<file path="src/rtl/mux2_arbiter_if.sv">
// Signal bundle between the two requesters, the 2:1 mux arbiter and the downstream consumer.
interface mux2_arbiter_if #(
    parameter int WIDTH = 8
);
    logic             req0;
    logic [WIDTH-1:0] d0;
    logic             last0;
    logic             gnt0;
    logic             req1;
    logic [WIDTH-1:0] d1;
    logic             last1;
    logic             gnt1;
    logic             s;
    logic [WIDTH-1:0] f;
    logic             valid;
    logic             ready;
    logic             busy;

    modport slave (
        input  req0, d0, last0, req1, d1, last1, ready,
        output gnt0, gnt1, s, f, valid, busy
    );

    modport master (
        output req0, d0, last0, req1, d1, last1, ready,
        input  gnt0, gnt1, s, f, valid, busy
    );
endinterface

</file>
<file path="src/rtl/mux2_arbiter.sv">
// Round-robin arbiter/sequencer owning the select of the shared 2:1 data mux.
// Optional burst-length preemption is enabled by defining MUX2_ARB_MAXBURST_EN.
module mux2_arbiter #(
    parameter int WIDTH     = 8,
    parameter int MAX_BEATS = 16
) (
    input  logic          clk,
    input  logic          rst_n,
    mux2_arbiter_if.slave bus
);
    // state  | meaning
    // IDLE   | no grant held; arbitration happens on the next edge
    // GRANT0 | requester 0 owns the mux, s=0
    // GRANT1 | requester 1 owns the mux, s=1
    localparam logic [1:0] IDLE   = 2'd0;
    localparam logic [1:0] GRANT0 = 2'd1;
    localparam logic [1:0] GRANT1 = 2'd2;

    if (MAX_BEATS < 2 || MAX_BEATS > 255) begin : g_bad_max_beats
        $error("mux2_arbiter: MAX_BEATS must be within 2..255");
    end

    logic [1:0]       state;
    logic [1:0]       state_nxt;
    logic             sel;
    logic             sel_nxt;
    logic             last_owner;
    logic             last_owner_nxt;
    logic             grant_now;
    logic             valid_c;
    logic             accept;
    logic             last_c;
    logic             preempt;
    logic [WIDTH-1:0] f_c;

    always_comb begin
        valid_c = ((state == GRANT0) && bus.req0) || ((state == GRANT1) && bus.req1);
        accept  = valid_c && bus.ready;
        last_c  = (state == GRANT1) ? bus.last1 : bus.last0;
        f_c     = sel ? bus.d1 : bus.d0;
    end

`ifdef MUX2_ARB_MAXBURST_EN
    logic [7:0] beat_cnt;
    logic       other_req;

    // Preempt on the beat that reaches the limit, or any later beat once saturated.
    always_comb begin
        other_req = (state == GRANT1) ? bus.req0 : bus.req1;
        preempt   = other_req && (beat_cnt >= 8'(MAX_BEATS - 1));
    end

    always_ff @(posedge clk or negedge rst_n) begin
        if (!rst_n) begin
            beat_cnt <= 8'd0;
        end else if (grant_now) begin
            beat_cnt <= 8'd0;
        end else if (accept && (beat_cnt != 8'(MAX_BEATS))) begin
            beat_cnt <= beat_cnt + 8'd1;
        end
    end
`else
    always_comb preempt = 1'b0;
`endif

    always_comb begin
        state_nxt      = state;
        sel_nxt        = sel;
        last_owner_nxt = last_owner;
        grant_now      = 1'b0;
        case (state)
            IDLE: begin
                // Tie goes to whichever requester was not granted last.
                if (bus.req0 && (!bus.req1 || last_owner)) begin
                    state_nxt      = GRANT0;
                    sel_nxt        = 1'b0;
                    last_owner_nxt = 1'b0;
                    grant_now      = 1'b1;
                end else if (bus.req1) begin
                    state_nxt      = GRANT1;
                    sel_nxt        = 1'b1;
                    last_owner_nxt = 1'b1;
                    grant_now      = 1'b1;
                end
            end
            GRANT0, GRANT1: begin
                if (accept && (last_c || preempt)) begin
                    state_nxt = IDLE;
                end
            end
            default: state_nxt = IDLE;
        endcase
    end

    always_ff @(posedge clk or negedge rst_n) begin
        if (!rst_n) begin
            state      <= IDLE;
            sel        <= 1'b0;
            last_owner <= 1'b1;
        end else begin
            state      <= state_nxt;
            sel        <= sel_nxt;
            last_owner <= last_owner_nxt;
        end
    end

    assign bus.gnt0  = (state == GRANT0);
    assign bus.gnt1  = (state == GRANT1);
    assign bus.busy  = (state != IDLE);
    assign bus.s     = sel;
    assign bus.f     = f_c;
    assign bus.valid = valid_c;
endmodule

</file>
<file path="src/flat_wrapper.sv">
// flat-port wrapper written by rule: the top's interface ports become plain ports
module mux2_arbiter_flat 
#(
    parameter int WIDTH     = 8,
    parameter int MAX_BEATS = 16
)
  (clk, rst_n, bus_req0, bus_d0, bus_last0, bus_req1, bus_d1, bus_last1, bus_ready, bus_gnt0, bus_gnt1, bus_s, bus_f, bus_valid, bus_busy);
  mux2_arbiter_if #(.WIDTH(WIDTH)) bus_i ();
  input  logic clk;
  input  logic rst_n;
  input wire logic [$bits(bus_i.req0)-1:0] bus_req0;
  input wire logic [$bits(bus_i.d0)-1:0] bus_d0;
  input wire logic [$bits(bus_i.last0)-1:0] bus_last0;
  input wire logic [$bits(bus_i.req1)-1:0] bus_req1;
  input wire logic [$bits(bus_i.d1)-1:0] bus_d1;
  input wire logic [$bits(bus_i.last1)-1:0] bus_last1;
  input wire logic [$bits(bus_i.ready)-1:0] bus_ready;
  output wire logic [$bits(bus_i.gnt0)-1:0] bus_gnt0;
  output wire logic [$bits(bus_i.gnt1)-1:0] bus_gnt1;
  output wire logic [$bits(bus_i.s)-1:0] bus_s;
  output wire logic [$bits(bus_i.f)-1:0] bus_f;
  output wire logic [$bits(bus_i.valid)-1:0] bus_valid;
  output wire logic [$bits(bus_i.busy)-1:0] bus_busy;
  assign bus_i.req0 = bus_req0;
  assign bus_i.d0 = bus_d0;
  assign bus_i.last0 = bus_last0;
  assign bus_i.req1 = bus_req1;
  assign bus_i.d1 = bus_d1;
  assign bus_i.last1 = bus_last1;
  assign bus_i.ready = bus_ready;
  assign bus_gnt0 = bus_i.gnt0;
  assign bus_gnt1 = bus_i.gnt1;
  assign bus_s = bus_i.s;
  assign bus_f = bus_i.f;
  assign bus_valid = bus_i.valid;
  assign bus_busy = bus_i.busy;
  mux2_arbiter #(.WIDTH(WIDTH), .MAX_BEATS(MAX_BEATS)) u_core (.clk(clk), .rst_n(rst_n), .bus(bus_i));
endmodule
</file>
<file path="config.mk">
export PLATFORM = sky130hd
export DESIGN_NAME = mux2_arbiter_flat
export DESIGN_NICKNAME = d
export VERILOG_FILES = /design/src/rtl/mux2_arbiter_if.sv /design/src/rtl/mux2_arbiter.sv /design/src/flat_wrapper.sv
export SDC_FILE = /design/constraint.sdc
export NUM_CORES = 1
export LEC_CHECK = 0
export ABC_AREA = 1
export BUFFER_PORTS_ARGS = -buffer_cell sky130_fd_sc_hd__buf_2
export CORE_AREA = 2 2 39 41
export CTS_BUF_LIST = sky130_fd_sc_hd__clkbuf_4
export CTS_CLUSTER_SIZE = 12
export DETAILED_ROUTE_END_ITERATION = 6
export DIE_AREA = 0 0 41 43
export GPL_TIMING_DRIVEN = 0
export PLACE_DENSITY = 0.75
export SYNTH_ARGS = -nofsm -noshare
export SYNTH_HDL_FRONTEND = slang
export SYNTH_SLANG_ARGS = --single-unit
</file>
<file path="constraint.sdc">
create_clock -name clk -period 1.3 [get_ports clk]
set_clock_uncertainty 0.15 [all_clocks]
set_input_delay 0 -clock clk [delete_from_list [all_inputs] [get_ports clk]]
set_output_delay 0 -clock clk [all_outputs]
set_load 0.02 [all_outputs]
</file>
# After elaboration in Yosys (flattened, before gate mapping)
# Cells that the tools add are included.
# totals
out_inout_bits	13
rom_bits	0
inputBits	23
wordCells	29
regBits	4
mem_count	0
mem_bits_rw	0
latchBits	0
# op_classes
n_eq_ne	4
mul	0
bitwise_logic	0
shifts	0
reduce_logical	14
div	0
addsub	0
mux	8
order_cmp	0
# op_table
cell	n
8-bit two-way mux	1
2-bit two-way mux	3
1-bit logical AND	5
2-bit case mux with 2 select lines	1
2-bit AND reduction	2
2-bit nonzero test	2
1-bit two-way mux	3
3-bit by 2-bit inequality test with 1-bit output, second input constant	1
2-bit by 1-bit equality test with 1-bit output, second input constant	1
2-bit equality test, second input constant	1
2-bit logical NOT	1
1-bit logical OR	2
2-bit by 1-bit inequality test with 1-bit output, second input constant	1
2-bit OR reduction	1
1-bit logical NOT	1

# Depth between registers and ports, before layout
# Gate-level depths: netlist of the first run.
# depth
ltp_word	7
depth_mapped	10
mapped_depth_nobuf	10

# Worst setup path after synthesis of the first run
# OpenSTA, ideal clock, no wires.
# synth_path
path_type	register to register
start	reg u_core.state[0]
end	reg u_core.state[0]
period_less_slack_ps	1545
arrival_time_ps	1278
setup_ps	116
stages_incl_launch_ff	10
t_required_ps	1034
path_slack_ps	-245
path_buffers	0
path_cell_list	dfrtp_1 -> inv_1 -> ha_1 -> nand2_1 -> nand2_2 -> nand3_2 -> nand2_2 -> nand2_2 -> nand2_1 -> nand2_1
# synth_via
elab_chain_len	7
elab_cells_between_ends	14
classes_between	eq/ne: 4; mux: 2; reduce/logical: 8
# synth_lines
item	line_no	text
start, declared	mux2_arbiter.sv:23	logic [1:0] state;
start signal, assigned	mux2_arbiter.sv:101	state <= state_nxt;
2-bit equality test	n/a	
named net bus_gnt1	flat_wrapper.sv:19	output wire logic [$bits(bus_i.gnt1)-1:0] bus_gnt1;
1-bit logical AND	mux2_arbiter.sv:37	valid_c = ((state == GRANT0) && bus.req0) || ((state == GRANT1) && bus.req1);
1-bit logical OR	mux2_arbiter.sv:37	
named net bus_valid	flat_wrapper.sv:22	output wire logic [$bits(bus_i.valid)-1:0] bus_valid;
1-bit logical AND	mux2_arbiter.sv:38	accept = valid_c && bus.ready;
1-bit logical AND	mux2_arbiter.sv:87	if (accept && (last_c || preempt)) begin
2-bit by 1-bit inequality test with 1-bit output (no source line)	n/a	
2-bit AND reduction (no source line)	n/a	
# The timed path passes the listed nets, and every way through them passes these cells.
# A chain may end at the register's enable or synchronous reset.

# Worst setup path after layout of the first run
# layout_path
start	reg u_core.state[0]
end	out bus_valid
# layout_via
elab_chain_len	3
elab_cells_between_ends	5
classes_between	eq/ne: 2; reduce/logical: 3
# layout_lines
item	line_no
2-bit by 1-bit equality test with 1-bit output or 2-bit equality test (tied branches)	mux2_arbiter.sv:37
1-bit logical AND	mux2_arbiter.sv:37
1-bit logical OR (*)	mux2_arbiter.sv:37
end, declared	flat_wrapper.sv:22
# Every way passes the cells marked *; elsewhere a longest branch is shown, timed or not.

==> results of run 1 <==
==> sequential cells by signal (all words and copies together) (netlist names) <==
name and count:
u_core.state 2, u_core.last_owner 1, u_core.bus.s 1
==> worst min-delay path by stage <==
stage / from / end
final: bus_req1 / u_core.last_owner$_DFFE_PN1P_
after global routing: bus_req0 / u_core.state[1]$_DFFE_PN0P_
after CTS: bus_req1 / u_core.last_owner$_DFFE_PN1P_
after detailed placement: rst_n / u_core.bus.s$_DFFE_PN0P_
after global placement: rst_n / u_core.state[1]$_DFFE_PN0P_
after floorplan: rst_n / u_core.bus.s$_DFFE_PN0P_
==> layout make-up <==
| type | count | share of cell area |
|---|---|---|
| repair buffers | 42 | 0.352 |
| plain buffers | 1 | 0.0154 |
| inverters | 7 | 0.0427 |
| well taps | 16 | 0.0274 |
| clock buffers | 4 | 0.0410 |
| flip-flops and latches | 4 | 0.140 |
| multi-input cells | 51 | 0.381 |
==> worst reg2reg max path: cells and delay by family (launching register included) <==
kind,cells,cell delay [ns]
adder cells (fa/ha/maj),1,0.13
flip-flops,1,0.44
buffers and inverters,1,0.09
AND/OR/NAND/NOR,7,0.42
==> kinds of logic (layout without fill, tap and decap cells) <==
logic type                 count (synthesis)  count (layout)  share of synthesized area
and+or+nand+nor                           45              45                      0.498
buffers and inverters                      8              54                     0.0847
DFF                                        4               4                      0.275
adders and majority gates                  3               3                      0.102
AOI/OAI and AO/OA                          3               3                     0.0407
==> where the power goes <==
part	switching (W)	internal, W
clock	0.0000523	0.000136
sequential	0.0000465	0.000197
combinational	0.000667	0.000468
==> what timing repair did <==
item	CTS	global route
endpoints found under the setup margin	13	15
hold buffers	5	0
endpoints found under the hold margin	7	0
setup buffers	2	0
gates resized for setup	8	8
pin swaps	1	2
==> stage by stage <==
step	cells	TNS (ns)	hold slack, ns	area (um2)
2_1_floorplan	63	-0.216	-0.446	402
3_3_place_gp	114	-0.153	-0.346	597
3_5_place_dp	114	-0.194	-0.344	597
4_1_cts	125	-0.159	0.0159	712
5_1_grt	125	-0.646	0.0568	732
6_report	125	-0.147	0.0223	732
==> cell usage after synthesis, drive strengths merged <==
cell / instances
buf: 1
dfrtp: 3
dfstp: 1
ha: 3
inv: 7
nand2: 41
nand3: 2
nor2: 2
o21ai: 3
==> per-layer routing <==
| layer | routed length [um] | vias up |
|---|---|---|
| met4 | 0 | 0 |
| met5 | 0 | - |
| met3 | 119 | 0 |
| met1 | 412 | 210 |
| li1 | - | 281 |
| met2 | 533 | 29 |
==> impl_metrics.tcl, run 1 <==
set metrics [dict create \
    leakage_nw 0.437 \
    synth_seq_cells 4 \
    grt_usage 0.130 \
    hp-class "in -> reg" \
    grt_use_met3 0.0314 \
    synthTopCellsByArea "nand2_1 39%, dfrtp_1 20%, ha_1 10%" \
    hold_viol_final 0 \
    grt-busiest-layer "met2" \
    synth-seq-area-share 0.275 \
    cp.required_ns 1.15 \
    cap_violations 0 \
    rows 14 \
    rr_endpoint "u_core.state[1]$_DFFE_PN0P_" \
    violations "setup timing" \
    synth_area_leader_cell "nand2_1" \
    multi_input_area_um2 279 \
    core-area_um2 1380 \
    cp_slowest_cell "dfrtp_1" \
    cts-root-buf "clkbuf_4" \
    synth_nets 89 \
    layout_common_cells "36 x nand2_1, 28 x buf_2, 9 x buf_4, 5 x dlygate4sd3_1, 4 x clkbuf_4" \
    crit_family "flip-flops" \
    fillers 144 \
    r2r_cells 9 \
    setup_viol 3 \
    path_class "reg -> out" \
    nNetsFinal 136 \
    seqCellArea_um2 103 \
    synth_area_per_cell_um2 5.86 \
    cts.path.max_buffers 2 \
    ant_nets 0 \
    synthCells 63 \
    maxSlewViolCount 0 \
    cp_max_fo 3 \
    grt_pass1_vias 450 \
    htree_levels 1 \
    whs_path_depth 4 \
    cts_tree "yes" \
    post-route-drc-count 0 \
    vias 520 \
    antennaDiodeCount 0 \
    insertion_delay_ns 0.24 \
    layout_min_cycle_time_ns 1.36 \
    first_pass_iters 3 \
    drt_iter0_drc 3 \
    crit_path_start_kind "flop" \
    path_cells "buf_4 -> ha_4 -> nand2_2 -> nand2_4 -> buf_4" \
    antenna_found_initial 0 \
    start_util 0.267 \
    wire_per_inst_um 8.53 \
    ir_drop_v 0.00139 \
    final_common_cell "nand2_1" \
    tightest_slew_ns 0.142 \
    min_period_over_period 1.05 \
    power_density_nw_per_um2 2140 \
    dp_hpwl_um 776 \
    synth_area_um2 369 \
    gp_congestion 0.738 \
    crit_buf_inv 2 \
    crit_start "u_core.state[0]$_DFFE_PN0P_" \
    port_buffers 35 \
    met2_usage 0.219 \
    die_y_um 43 \
    fin_total_pwr_w 0.00157 \
    regToRegSetupSlack_ns -0.05 \
    via_per_inst 4.16 \
    grt_max_degree 10 \
    pin_count 36 \
    wl_mm 1.07 \
    layout-drive-gt1-share 0.523 \
    ys_warn_count 0 \
    cp.depth 5 \
    max_slew_margin 0.904 \
    critical-path-max-stage-delay_ns 0.40 \
    die_area_um2 1760 \
    status "complete, but fails checks" \
    grt_first_pass_wirelength_mm 1.55 \
    cp-end-kind "output port" \
    synthDistinctLibCells 12 \
    cts_buffers 3 \
    overflow 0 \
    final_core_util 0.529 \
    cts.sinks 4 \
    endpoint "bus_valid" \
    reg2reg_from "u_core.state[1]$_DFFE_PN0P_" \
    cp.arrival_ns 1.21 \
    fmax_mhz 736 \
    die_x_um 41 \
    rsz0062_at_grt "yes" \
    dp_slack_ns -0.0942 \
    synth_top_area_frac 0.386 \
    use_met1 0.134 \
    fin_ws_ns -0.0595 \
    cts.clk_slew.worst_paths_ns 0.04 \
    area_growth_pct 98.3 \
    cpMostUsedCell "buf_4" \
]
No activity file was read; power rests on OpenSTA's default activity.
==> run 2, diff against run 1 <==
--- a/config.mk
+++ b/config.mk
@@ -12,8 +12,8 @@
 export CTS_CLUSTER_SIZE = 12
 export DETAILED_ROUTE_END_ITERATION = 6
 export DIE_AREA = 0 0 41 43
-export GPL_TIMING_DRIVEN = 0
-export PLACE_DENSITY = 0.75
+export GPL_TIMING_DRIVEN = 1
+export PLACE_DENSITY = 0.67
 export SYNTH_ARGS = -nofsm -noshare
 export SYNTH_HDL_FRONTEND = slang
 export SYNTH_SLANG_ARGS = --single-unit
==> constraint.sdc (replaced) <==
create_clock -name clk -period 1.3 [get_ports clk]
set_clock_uncertainty 0.15 [all_clocks]
set_input_delay 0.195 -clock clk [delete_from_list [all_inputs] [get_ports clk]]
set_output_delay 0.195 -clock clk [all_outputs]
set_load 0.02 [all_outputs]
==> impl_metrics.tcl, run 2 (synthesis gave the netlist of run 1 again) <==
set metrics [dict create \
    status "complete, but fails checks" \
    violations "setup timing" \
    tightest_slew_ns 0.183 \
    setup_viol 15 \
    ant_nets 0 \
    grt_pass1_vias 508 \
    grt_first_pass_wirelength_mm 1.77 \
    final_common_cell "buf_2" \
    reg2reg_from "u_core.state[0]$_DFFE_PN0P_" \
    core-area_um2 1380 \
    gp_congestion 0.698 \
    cp.arrival_ns 1.17 \
    rsz0062_at_grt "yes" \
    max_slew_margin 0.878 \
    ir_drop_v 0.00111 \
    min_period_over_period 1.17 \
    area_growth_pct 123 \
    hp-class "in -> async" \
    regToRegSetupSlack_ns -0.11 \
    cts.path.max_buffers 2 \
    die_area_um2 1760 \
    antenna_found_initial 0 \
    port_buffers 35 \
    nNetsFinal 135 \
    cts-root-buf "clkbuf_4" \
    cp_max_fo 4 \
    hold_viol_final 0 \
    overflow 0 \
    r2r_cells 9 \
    path_class "reg -> out" \
    fin_ws_ns -0.216 \
    antennaDiodeCount 0 \
    layout-drive-gt1-share 0.713 \
    dp_hpwl_um 836 \
    cts.sinks 4 \
    layout_min_cycle_time_ns 1.52 \
    highest_layer "met3" \
    grt_usage 0.145 \
    cp-end-kind "output port" \
    layout_common_cells "23 x buf_2, 19 x nand2_1, 18 x nand2_2, 13 x buf_6" \
    htree_levels 1 \
    wl_mm 1.15 \
    route.met2.wl_um 630 \
    cp.required_ns 0.95 \
    grt_max_degree 7 \
    via_per_inst 4.42 \
    rows 14 \
    cts_buffers 3 \
    crit_path_start_kind "flop" \
    power_density_nw_per_um2 2330 \
    cap_violations 0 \
    regMostFlops "u_core.state" \
    wire_per_inst_um 9.31 \
    leakage_nw 0.461 \
    post-route-drc-count 0 \
    first_pass_iters 2 \
    die_y_um 43 \
    wl_met1_um 419 \
    start_util 0.267 \
    largest_reg_flops 2 \
    fmax_mhz 660 \
    route.met3.wl_um 104 \
    drt_iter0_drc 1 \
    cts_tree "yes" \
    pin_count 36 \
    maxSlewViolCount 0 \
    insertion_delay_ns 0.24 \
    final_core_util 0.594 \
    fin_total_pwr_w 0.00192 \
    rr_endpoint "u_core.state[0]$_DFFE_PN0P_" \
    die_x_um 41 \
    cts.clk_slew.worst_paths_ns 0.04 \
    vias 548 \
]
[run 2: cell types whose count changed in the layout (fill, tap and decap cells not counted), moves of 4 or more]
cell,delta
nand2_1,-17
nand2_2,+15
buf_6,+12
buf_4,-5
dlygate4sd3_1,-4
buf_2,-5
[run 2: metrics by stage]
step                setup WS, ns  hold slack (ns)  area, um2  TNS, ns  instances
finish                    -0.216            0.144        822    -1.92        124
floorplan                 -0.108           -0.251        402   -0.216         63
global route              -0.270            0.141        822    -3.00        124
CTS                       -0.224            0.139        791    -1.91        123
global placement         -0.0527           -0.146        599   -0.109        114
detailed placement       -0.0762           -0.145        599   -0.159        114
[run 2: power by group]
group / internal (W) / switching, W
clock network: 0.000137 / 0.0000634
logic: 0.000685 / 0.000754
registers: 0.000197 / 0.0000824
total: 0.00102 / 0.000900
[run 2: layout make-up]
class                   instances  area [um2]
well taps                      16        20.0
fillers                       134         562
multi-input cells              51         332
inverters                       7        28.8
flip-flops and latches          4         103
clock buffers                   4        30.0
repair inverters                1        7.51
repair buffers                 41         302
[run 2: how the worst max path moves through the flow]
stage                                           start                     endpoint  slack, ns  cells past startpoint
after detailed placement  u_core.state[0]$_DFFE_PN0P_  u_core.state[0]$_DFFE_PN0P_      -0.08                     10
after CTS                 u_core.state[1]$_DFFE_PN0P_                     bus_busy      -0.22                      4
after global routing      u_core.state[1]$_DFFE_PN0P_                     bus_busy      -0.27                      4
after floorplan           u_core.state[0]$_DFFE_PN0P_  u_core.state[0]$_DFFE_PN0P_      -0.11                      9
after global placement    u_core.state[1]$_DFFE_PN0P_  u_core.state[0]$_DFFE_PN0P_      -0.05                      9
final                     u_core.state[0]$_DFFE_PN0P_                    bus_valid      -0.22                      5
[run 2: per-layer routing]
| layer | track usage | up-vias |
|---|---|---|
| met4 | 0.0600 | 0 |
| met3 | 0.0419 | 0 |
| met5 | 0 | - |
| met2 | 0.266 | 23 |
| met1 | 0.137 | 245 |
| li1 | - | 280 |
[run 2: worst max-delay path, stage by stage, from the launching register on]
cell     delay (ns)
dfrtp_1        0.42
inv_2          0.10
ha_4           0.17
nand2_4        0.05
nand2_4        0.07
buf_6          0.11
[run 2: timing repair]
item,CTS,global route
gates cloned,1,0
endpoints found under the hold margin,4,0
setup buffers,3,1
hold buffers,1,0
pin swaps,9,4
gates resized for setup,43,10
setup endpoints to repair,15,16
==> run 3, diff against run 2 <==
--- a/config.mk
+++ b/config.mk
@@ -13,7 +13,7 @@
 export DETAILED_ROUTE_END_ITERATION = 6
 export DIE_AREA = 0 0 41 43
 export GPL_TIMING_DRIVEN = 1
-export PLACE_DENSITY = 0.67
+export PLACE_DENSITY_LB_ADDON = 0.25
 export SYNTH_ARGS = -nofsm -noshare
 export SYNTH_HDL_FRONTEND = slang
 export SYNTH_SLANG_ARGS = --single-unit
==> constraint.sdc (replaced) <==
create_clock -name clk -period 1.37 [get_ports clk]
set_clock_uncertainty 0.15 [all_clocks]
set_input_delay 0.2055 -clock clk [delete_from_list [all_inputs] [get_ports clk]]
set_output_delay 0.2055 -clock clk [all_outputs]
set_load 0.02 [all_outputs]
==> impl_metrics.tcl, run 3 (synthesis gave the netlist of run 1 again) <==
set metrics [dict create \
    path_class "reg -> out" \
    cts.clk_slew.worst_paths_ns 0.04 \
    ant_nets 0 \
    drt_iter0_drc 6 \
    cts_buffers 3 \
    grt_first_pass_wirelength_mm 1.72 \
    layout_min_cycle_time_ns 1.52 \
    final_area_um2 785 \
    cts_tree "yes" \
    largest_reg_flops 2 \
    max_slew_margin 0.872 \
    wl_mm 1.26 \
    rsz0062_at_grt "yes" \
    area_growth_pct 113 \
    vias 551 \
    hp-class "in -> async" \
    wire_per_inst_um 10.2 \
    cp.required_ns 1.01 \
    placed_cells 114 \
    reg2reg_from "u_core.state[0]$_DFFE_PN0P_" \
    stdcell_count 123 \
    overflow 0 \
    layout-drive-gt1-share 0.673 \
    dp_slack_ns -0.0290 \
    post-route-drc-count 0 \
    via_per_inst 4.48 \
    cts.sinks 4 \
    grt_usage 0.142 \
    htree_levels 1 \
    die_x_um 41 \
    insertion_delay_ns 0.23 \
    grt_max_degree 7 \
    status "complete, but fails checks" \
    setup_viol 14 \
    crit_family "flip-flops" \
    cts-root-buf "clkbuf_4" \
    regToRegSetupSlack_ns -0.05 \
    violations "setup timing" \
    path_cells "inv_2 -> ha_2 -> inv_1 -> buf_4" \
    cap_violations 0 \
    core-area_um2 1380 \
    first_pass_iters 4 \
    gp_congestion 0.735 \
    power_density_nw_per_um2 2210 \
    cp_max_fo 3 \
    cts.path.max_buffers 2 \
    nNetsFinal 134 \
    dpl_cell_area_um2 599 \
    tightest_slew_ns 0.192 \
    port_buffers 35 \
    cp-end-kind "output port" \
    min_period_over_period 1.11 \
    pin_count 36 \
    ir_drop_v 0.000827 \
    cp_slowest_cell "dfrtp_1" \
    critical-path-max-stage-delay_ns 0.42 \
    antenna_found_initial 0 \
    crit_path_start_kind "flop" \
    crit_buf_inv 3 \
    grt_pass1_vias 473 \
    start_util 0.267 \
    fin_tns_setup_ns -1.07 \
    dp_hpwl_um 851 \
    rr_endpoint "u_core.state[0]$_DFFE_PN0P_" \
    cp.arrival_ns 1.16 \
    die_area_um2 1760 \
    maxSlewViolCount 0 \
    leakage_nw 0.441 \
    rows 14 \
    final_common_cell "buf_2" \
    fin_ws_ns -0.149 \
    r2r_cells 10 \
    antennaDiodeCount 0 \
    layout_common_cells "25 x buf_2, 22 x nand2_1, 17 x nand2_2, 11 x buf_6" \
    fmax_mhz 658 \
    regMostFlops "u_core.state" \
    hold_viol_final 0 \
    die_y_um 43 \
]
run 3: cell types whose count changed in the layout (fill, tap and decap cells not counted), sizes merged:
cell  delta
buf      -1
run 3: through the flow:
step | hold WS [ns] | total power [W] | util
after global placement | -0.136 | 0.00115 | 0.433
after CTS | 0.152 | 0.00168 | 0.553
after floorplan | -0.240 | 0.000896 | -
after detailed placement | -0.135 | 0.00116 | 0.433
after global routing | 0.164 | 0.00187 | 0.567
final | 0.155 | 0.00173 | 0.567
run 3: timing repair:
| item | in CTS | in global routing |
|---|---|---|
| resized for setup | 34 | 7 |
| cloned | 1 | 0 |
| pin swaps | 7 | 4 |
| hold buffers | 1 | 0 |
| endpoints found under the hold margin | 4 | 0 |
| endpoints found under the setup margin | 14 | 16 |
| buffers inserted | 3 | 0 |
run 3: final cells by class:
cell class,count,area [um2]
Clock buffer,4,30.0
Inverter,7,28.8
Sequential cell,4,103
Timing Repair Buffer,40,282
Multi-Input combinational cell,51,314
Fill cell,120,599
Tap cell,16,20.0
Timing Repair inverter,1,7.51
run 3: worst max path at each step:
stage | depth (start not counted) | endpoint | slack, ns | startpoint
after floorplan | 9 | u_core.state[0]$_DFFE_PN0P_ | -0.04 | u_core.state[0]$_DFFE_PN0P_
after global placement | 10 | u_core.state[0]$_DFFE_PN0P_ | 0.008 | u_core.state[0]$_DFFE_PN0P_
after detailed placement | 10 | u_core.state[1]$_DFFE_PN0P_ | -0.03 | u_core.state[0]$_DFFE_PN0P_
after CTS | 4 | bus_busy | -0.16 | u_core.state[0]$_DFFE_PN0P_
after global routing | 4 | bus_busy | -0.19 | u_core.state[0]$_DFFE_PN0P_
final | 4 | bus_busy | -0.15 | u_core.state[0]$_DFFE_PN0P_
run 3: where the power goes:
group          switching [W]  total (W)  internal [W]
clock network      0.0000502   0.000179      0.000129
registers          0.0000844   0.000272      0.000188
logic               0.000692    0.00128      0.000587
total               0.000827    0.00173      0.000904
run 3: per-layer routing:
| layer | share of wire | GRT usage |
|---|---|---|
| met1 | 0.38 | 0.114 |
| met2 | 0.51 | 0.294 |
| met4 | 0 | 0.0200 |
| met3 | 0.10 | 0.0471 |
| met5 | 0 | 0 |
